**config.mk**
```make
export PLATFORM = sky130hd
export DESIGN_NAME = sar_logic
export DESIGN_NICKNAME = d
export VERILOG_FILES = /design/src/rtl/sar_logic_pkg.sv /design/src/rtl/sar_logic.sv
export SDC_FILE = /design/constraint.sdc
export NUM_CORES = 1
export LEC_CHECK = 0
export ABC_CLOCK_PERIOD_IN_PS = 2130
export CELL_PAD_IN_SITES_DETAIL_PLACEMENT = 0
export CELL_PAD_IN_SITES_GLOBAL_PLACEMENT = 1
export CORE_ASPECT_RATIO = 2
export CORE_UTILIZATION = 36
export DETAILED_ROUTE_END_ITERATION = 10
export GPL_TIMING_DRIVEN = 0
export MAX_ROUTING_LAYER = met4
export PLACE_DENSITY_LB_ADDON = 0.15
export SLEW_MARGIN = 20
export SYNTH_ARGS = -nofsm -noshare
export SYNTH_HDL_FRONTEND = slang
export SYNTH_SLANG_ARGS = --single-unit
```
**constraint.sdc**
```tcl
create_clock -name clock -period 2.13 [get_ports clock]
set_clock_uncertainty 0.1 [all_clocks]
set_input_delay 0.426 -clock clock [delete_from_list [all_inputs] [get_ports clock]]
set_output_delay 0.426 -clock clock [all_outputs]
set_load 0.005 [all_outputs]
```
**src/rtl/sar_logic_pkg.sv**
```systemverilog
// Shared definitions for the SAR converter control logic: FSM states and
// the DAC switch-pair encodings.
package sar_logic_pkg;

    typedef enum logic [2:0] {
        ST_IDLE      = 3'd0,
        ST_PRECHARGE = 3'd1,
        ST_SAMPLE    = 3'd2,
        ST_CONV      = 3'd3,
        ST_DONE      = 3'd4
    } sar_state_e;

    localparam logic [1:0] PAIR_TRIAL = 2'b10;
    localparam logic [1:0] PAIR_ZERO  = 2'b01;

endpackage

```
**src/rtl/sar_logic.sv**
```systemverilog
// Successive-approximation register and sequencing FSM for an NBITS SAR ADC.
// Define SAR_LOGIC_CONT_EN for free-running conversion after the first start.
module sar_logic
    import sar_logic_pkg::*;
#(
    parameter int NBITS = 6
) (
    input  logic                 clock,
    input  logic                 resetb,
    input  logic                 start,
    input  logic                 comp,
    output logic                 sample,
    output logic                 dac_rst,
    output logic [2*NBITS-1:0]   dac_ctrl,
    output logic [NBITS-1:0]     dout,
    output logic                 eoc,
    output logic                 busy
);

    localparam int CW = (NBITS > 1) ? $clog2(NBITS) : 1;
    localparam logic [2*NBITS-1:0] IDLE_PAIRS = {NBITS{PAIR_ZERO}};

    sar_state_e           state_q, state_d;
    logic [CW-1:0]        cnt_q, cnt_d;
    logic [NBITS-1:0]     res_q, res_d;
    logic [NBITS-1:0]     dout_q, dout_d;
    logic [NBITS-1:0]     kept, trial;
    logic                 sample_q, sample_d;
    logic                 dac_rst_q, dac_rst_d;
    logic                 eoc_q, eoc_d;
    logic                 busy_q, busy_d;
    logic [2*NBITS-1:0]   dac_ctrl_q, dac_ctrl_d;

    // A pair shows TRIAL when its bit is set in the code, ZERO otherwise.
    function automatic logic [2*NBITS-1:0] conv_pairs(input logic [NBITS-1:0] code);
        logic [2*NBITS-1:0] pairs;
        for (int j = 0; j < NBITS; j++) begin
            pairs[2*j +: 2] = code[j] ? PAIR_TRIAL : PAIR_ZERO;
        end
        return pairs;
    endfunction

    always_comb begin
        state_d = state_q;
        cnt_d   = cnt_q;
        res_d   = res_q;
        dout_d  = dout_q;
        case (state_q)
            ST_IDLE: begin
                if (start) state_d = ST_PRECHARGE;
            end
            ST_PRECHARGE: state_d = ST_SAMPLE;
            ST_SAMPLE: begin
                state_d = ST_CONV;
                cnt_d   = CW'(NBITS - 1);
                res_d   = '0;
            end
            ST_CONV: begin
                res_d[cnt_q] = comp;
                if (cnt_q == '0) begin
                    state_d = ST_DONE;
                    dout_d  = res_d;
                end else begin
                    cnt_d = cnt_q - CW'(1);
                end
            end
            ST_DONE: begin
`ifdef SAR_LOGIC_CONT_EN
                state_d = ST_PRECHARGE;
`else
                state_d = ST_IDLE;
`endif
            end
            default: state_d = ST_IDLE;
        endcase
    end

    // Outputs are decoded from the next state so they leave the flops aligned with it.
    always_comb begin
        kept  = '0;
        trial = '0;
        case (state_d)
            ST_PRECHARGE: kept = '1;
            ST_CONV: begin
                kept  = res_d;
                trial = NBITS'(1) << cnt_d;
            end
            ST_DONE: kept = res_d;
            default: kept = '0;
        endcase
        sample_d   = (state_d == ST_PRECHARGE) || (state_d == ST_SAMPLE);
        dac_rst_d  = (state_d == ST_PRECHARGE);
        eoc_d      = (state_d == ST_DONE);
        busy_d     = (state_d != ST_IDLE);
        dac_ctrl_d = conv_pairs(kept | trial);
    end

    always_ff @(posedge clock or negedge resetb) begin
        if (!resetb) begin
            state_q    <= ST_IDLE;
            sample_q   <= 1'b0;
            dac_rst_q  <= 1'b0;
            eoc_q      <= 1'b0;
            busy_q     <= 1'b0;
            dac_ctrl_q <= IDLE_PAIRS;
            dout_q     <= '0;
        end else begin
            state_q    <= state_d;
            sample_q   <= sample_d;
            dac_rst_q  <= dac_rst_d;
            eoc_q      <= eoc_d;
            busy_q     <= busy_d;
            dac_ctrl_q <= dac_ctrl_d;
            dout_q     <= dout_d;
        end
    end

    // Working register and bit pointer are reloaded on every SAMPLE, so they need no reset.
    always_ff @(posedge clock) begin
        cnt_q <= cnt_d;
        res_q <= res_d;
    end

    assign sample   = sample_q;
    assign dac_rst  = dac_rst_q;
    assign dac_ctrl = dac_ctrl_q;
    assign dout     = dout_q;
    assign eoc      = eoc_q;
    assign busy     = busy_q;

endmodule

```
==> results of run 1 <==
[final timing paths]
check                                 startpoint                     end  depth (start not counted)
worst max register to register  cnt_q[0]$_DFF_P_   dac_ctrl[1]$_DFF_PN0_                          7
worst max-delay path            cnt_q[0]$_DFF_P_   dac_ctrl[1]$_DFF_PN0_                          7
worst min-delay path                      resetb    state_q[0]$_DFF_PN0_                          1
min in group clock              res_q[2]$_DFF_P_        res_q[2]$_DFF_P_                          1
worst min register to register  res_q[2]$_DFF_P_        res_q[2]$_DFF_P_                          1
max in group asynchronous                 resetb  dac_ctrl[10]$_DFF_PN1_                          1
[worst max-delay path: stages, from the launching register on]
cell and delay, ns:
dfxtp_1 0.30, buf_4 0.16, inv_1 0.11, ha_2 0.28
nand2b_1 0.16, or3_4 0.36, and2_4 0.19, a311o_1 0.26
[cell usage in the layout, fill, tap and decap left out, types with 4 or more instances in the layout]
cell	n
a211o_1	4
a211oi_1	5
a21o_1	7
a21oi_1	4
a22o_1	6
buf_2	4
clkbuf_8	6
clkdlybuf4s50_1	24
dfrtp_1	19
dfstp_2	6
dfxtp_1	9
inv_1	8
mux2i_1	5
nand2b_1	5
nor2_1	9
[layout make-up]
type	instances	area, sq um	share of cell area [%]
plain buffers	8	52.55	2.745
clock inverters	1	5.005	0.2614
clock buffers	7	86.33	4.510
repair buffers	26	252.7	13.20
well taps	51	63.81	3.333
flip-flops and latches	34	813.3	42.48
inverters	9	33.78	1.765
multi-input cells	80	606.8	31.70
[layer usage]
metal / track usage (%) / vias to the layer above / share of wire, %
met5: - / - / 0
met4: 9.048 / 0 / 3.3
li1: - / 537 / -
met2: 29.00 / 21 / 56
met3: 4.094 / 9 / 3.0
met1: 18.95 / 563 / 38
[stage by stage]
stage | hold slack [ns] | power [mW]
after global routing | 0.06191 | 3.287
after global placement | 0.3358 | 2.491
after CTS | 0.3603 | 3.042
after detailed placement | 0.3434 | 2.526
final | 0.007914 | 3.058
after floorplan | 0.03041 | 1.987
[timing repair]
item / CTS / global route
hold buffers: 0 / 0
setup buffers: 0 / 1
endpoints found under the setup margin: 7 / 5
resized for setup: 5 / 2
hold endpoints to repair: 0 / 0
gates cloned: 0 / 0
[report_power, final]
group / internal (mW) / switching, mW
Clock: 0.260 / 0.220
Sequential: 0.900 / 0.0992
Combinational: 0.792 / 0.788
[kinds of logic after synthesis]
group | after synthesis | synth area share [%]
AOI/OAI and AO/OA | 41 | 21.56
DFF | 34 | 54.95
and+or+nand+nor | 32 | 12.68
buffers and inverters | 18 | 5.748
muxes | 5 | 3.381
adders and majority gates | 2 | 1.690
[flip-flops by register name, indices dropped and copies added, names as in the netlist]
signal / flops
dac_ctrl: 12
dout: 6
res_q: 6
cnt_q: 3
state_q: 3
busy: 1
dac_rst: 1
eoc: 1
sample: 1
==> impl_metrics.csv, run 1 <==
group,metric,value,unit
clock_tree,cts_max_level,2,
sta,max_slew_margin,59.36,%
floorplan,die-area,4387,sq um
finish,fill_cells,381,
placed_design,placedInstanceArea,1795,sq um
floorplan,num_rows,32,
finish,fin_cells,216,
synth,synth_area_leader_cell,"dfrtp_1",
sta,hold_viol,0,
global_route,grt_max_degree,26,
hold_path,worst_hold_path_type,"input pin to async pin",
sta,tns,0,ns
finish,layout-drive-gt1-share,18.79,%
detailed_routing,num_vias,1130,
global_route,first_global_vias,1102,
placed_design,dp_hpwl,2.446,mm
synth,synth_nets,138,
clock_tree,clock-sinks,34,
sta,rsz0062_at_grt,"false",
floorplan,die_w,47.34,um
finish,fin_util,49.29,%
clock_tree,numCtsBuffers,5,
synth,syn_avg_cell_area,11.21,sq um
synth,synth_ff_type,"dfrtp_1",
setup_path,critPathLaunchType,"flip-flop",
global_route,grt.overflow.total,0,
detailed_routing,routed_via_density,5.231,
synth,synth.distinct_cells,42,
finish,num-nets-final,170,
synth,ys_seq_area_share,54.95,%
finish,finalInstanceArea,1914,sq um
synth,netlist.area_leader.share,32.12,%
synth,syn_inst,132,
setup_path,path_max_fanout,10,
outcome,status,"finished clean",
setup_path,arrival,2.11,ns
sta,setup_viol_count_final,0,
global_route,grt_use_total,17.81,%
floorplan,ios,26,
finish,diodes,0,
clock_tree,ctsLongestPathBuffers,2,
finish,area_growth,29.33,%
synth,netlist_area,1480,sq um
floorplan,fp.dieH,92.68,um
placed_design,gp_congestion,0.8357,
detailed_routing,first_iter_violations,15,
sta,fin_crit_sh,96.09,%
sta,worst_pin_slew,0.6041,ns
synth,synth-seq-cells,34,
global_route,grt_first_pass_wirelength,5.285,mm
sta,report.final.slew_viol_count,0,
synth,ys_top_cells_by_area,"dfrtp_1 (32%), dfxtp_1 (12%), dfstp_2 (11%)",
sta,fmax,488.6,MHz
placed_design,io_buffers,25,
floorplan,initial_core_util,38.11,%
pwr,vdd_drop_max,0.0009489,V
flow_run,drv_cap,0,
synth,yosysWarningCount,0,
detailed_routing,wl_per_cell,15.28,um
floorplan,core_area,3884,sq um
pwr,leakagePower,0.8973,nW
pwr,p_per_area,1598,nW/um^2
detailed_routing,route.antenna.remaining_nets,0,
setup_path,r2r_slack,0.08,ns
detailed_routing,drt_pass1_iterations,4,
setup_path,critical_path_class,"flip-flop to flip-flop",
sta,finalCriticalPeriod,2.047,ns
clock_tree,root_buffer,"clkbuf_8",
detailed_routing,drt-total-wl,3.301,mm
setup_path,cp.required,2.19,ns
sta,finalWorstSetupSlack,0.08335,ns
synth,ys_async_sr_fraction,73.53,%
synth,synthTopCellsByCount,"dfrtp_1 (19), dfxtp_1 (9), nor2_1 (9), inv_1 (8), a21o_1 (7)",
setup_path,endpoint_kind,"flip-flop",
synth,synth_edf_count,0,
synth,synth.most_common_cell,"dfrtp_1",
clock_tree,clock_latency,0.29,ns
placed_design,dp.cells,208,
detailed_routing,drc,0,
clock_tree,path_clk_slew,0.07,ns
placed_design,dp_worst_setup_slack,-0.1320,ns
global_route,antenna_found_initial,0,
clock_tree,tritoncts,"built",
Power figures use the tool's default switching activity.
==> inputs of run 2 (changes only) <==
Settings changed: SLEW_MARGIN 20 to 30.
==> run 2 against run 1 <==
Against the previous run: register-to-register slack about the same; critical path depth unchanged; via count unchanged; global-route usage decreased by 0.18 points; critical endpoint unchanged; utilization decreased by 0.26 points; setup slack got worse by 0.0049 ns; largest cell class unchanged; combinational power about the same; highest routed layer unchanged; wire length increased by 1.6%; clock power decreased by 7.7%.
==> impl_metrics.csv, run 2 (synthesis results as in run 1) <==
group,metric,value,unit
outcome,status,"finished clean",
detailed_routing,first_iter_violations,30,
global_route,antenna_found_initial,0,
floorplan,die_w,47.34,um
setup_path,path_max_fanout,10,
finish,layout-drive-gt1-share,18.18,%
detailed_routing,wl_met3,101,um
flow_run,drv_cap,0,
floorplan,fp.dieH,92.68,um
finish,num-nets-final,170,
sta,worst_pin_slew,0.6020,ns
detailed_routing,drt-total-wl,3.353,mm
global_route,grt_max_degree,26,
sta,report.final.slew_viol_count,0,
sta,fmax,487.4,MHz
detailed_routing,routed_via_density,5.231,
setup_path,r2r_cells,7,
clock_tree,clock-sinks,34,
clock_tree,ctsLongestPathBuffers,2,
setup_path,critical_path_class,"flip-flop to flip-flop",
floorplan,initial_core_util,38.11,%
sta,hold_viol,0,
floorplan,num_rows,32,
hold_path,worst_hold_path_type,"input pin to async pin",
floorplan,core_area,3884,sq um
finish,largest_register_ffs,12,
sta,finalCriticalPeriod,2.052,ns
detailed_routing,drt_pass1_iterations,4,
clock_tree,tritoncts,"built",
sta,fin_crit_sh,96.32,%
clock_tree,root_buffer,"clkbuf_8",
setup_path,cp.required,2.19,ns
placed_design,io_buffers,25,
finish,area_growth,28.66,%
setup_path,critPathLaunchType,"flip-flop",
global_route,grt.overflow.total,0,
setup_path,endpoint_kind,"flip-flop",
setup_path,critPathMaxStageDelay,0.35,ns
setup_path,arrival,2.11,ns
detailed_routing,drc,0,
detailed_routing,num_vias,1130,
sta,setup_viol_count_final,0,
sta,finalWorstSetupSlack,0.07840,ns
clock_tree,cts_max_level,2,
detailed_routing,route.antenna.remaining_nets,0,
sta,hold_ws,0.02470,ns
global_route,first_global_vias,1085,
clock_tree,path_clk_slew,0.07,ns
finish,final_common_cell,"clkdlybuf4s50_1",
floorplan,die-area,4387,sq um
pwr,leakagePower,0.8916,nW
global_route,grt_use_total,17.63,%
detailed_routing,wl_met2,1.835,mm
clock_tree,numCtsBuffers,5,
pwr,vdd_drop_max,0.0008888,V
pwr,p_per_area,1590,nW/um^2
detailed_routing,wl_per_cell,15.52,um
global_route,grt_first_pass_wirelength,5.230,mm
setup_path,path_cells,"buf_4 -> inv_1 -> ha_2 -> nand2b_1 -> or3_4 -> and2_4 -> a311o_1",
placed_design,dp_hpwl,2.428,mm
finish,layout_common_cells,"clkdlybuf4s50_1 (24), dfrtp_1 (19), nor2_1 (9), dfxtp_1 (9), inv_1 (8)",
clock_tree,clock_latency,0.28,ns
detailed_routing,dr.max_layer_used,"met4",
floorplan,ios,26,
sta,max_slew_margin,59.49,%
sta,rsz0062_at_grt,"false",
placed_design,gp_congestion,0.8357,
detailed_routing,wl_met1,1.265,mm
clock_tree,cts_hold_buf,0,
setup_path,crit_path_top_delay_cell,"or3_4",
finish,fin_util,49.03,%
finish,diodes,0,
placed_design,dp_worst_setup_slack,-0.1437,ns
## run 2: cell types whose count changed in the layout (fill, tap and decap cells not counted)
cell / delta
clkbuf_8: -1
clkinv_1: +1
## run 2: cell type report
type                       count  area [sq um]
buffer                         8         52.55
clock buffer                   6         72.57
clock inverter                 2         8.758
fill                         379          1979
inverter                       9         33.78
multi-input combinational     80         606.8
sequential                    34         813.3
tap                           51         63.81
timing repair buffer          26         252.7
## run 2: what timing repair did
item	4_1_cts	5_1_grt
setup endpoints to repair	7	6
resized for setup	5	2
buffers inserted	0	1
## run 2: where the power goes
group | switching, mW | leakage (nW) | internal (mW)
registers | 0.0993 | 0.380 | 0.899
clock network | 0.219 | 0.0426 | 0.224
logic | 0.795 | 0.469 | 0.792
total | 1.11 | 0.892 | 1.92
## run 2: through the flow
step | area [sq um] | TNS (ns) | power [mW] | instances
after CTS | 1882 | 0 | 3.006 | 215
final | 1904 | 0 | 3.029 | 216
after floorplan | 1481 | 0 | 1.987 | 132
after global routing | 1904 | 0 | 3.241 | 216
after detailed placement | 1790 | -0.4449 | 2.526 | 208
after global placement | 1795 | -0.3473 | 2.491 | 208
## run 2: routing by layer
metal | vias to the layer above | global-route usage, %
met1 | 557 | 19.38
met5 | - | -
met3 | 11 | 3.509
li1 | 535 | -
met2 | 27 | 27.05
met4 | 0 | 11.90
## run 2: critical path: cells and delay by family (launching register included)
kind | cells | cell delay (ns)
and+or+nand+nor | 3 | 0.69
DFF | 1 | 0.31
adders and majority gates | 1 | 0.28
buffers and inverters | 2 | 0.27
AOI/OAI and AO/OA | 1 | 0.27
## run 2: path summary, 6_finish.rpt
kind / endpoint / from / slack (ns)
worst max-delay path: dac_ctrl[1]$_DFF_PN0_ / cnt_q[0]$_DFF_P_ / 0.08
worst min-delay path: state_q[0]$_DFF_PN0_ / resetb / 0.02
worst max register to register: dac_ctrl[1]$_DFF_PN0_ / cnt_q[0]$_DFF_P_ / 0.08
worst min register to register: res_q[4]$_DFF_P_ / res_q[4]$_DFF_P_ / 0.35
max in group asynchronous: dac_ctrl[4]$_DFF_PN1_ / resetb / 1.53
min in group clock: res_q[4]$_DFF_P_ / res_q[4]$_DFF_P_ / 0.35
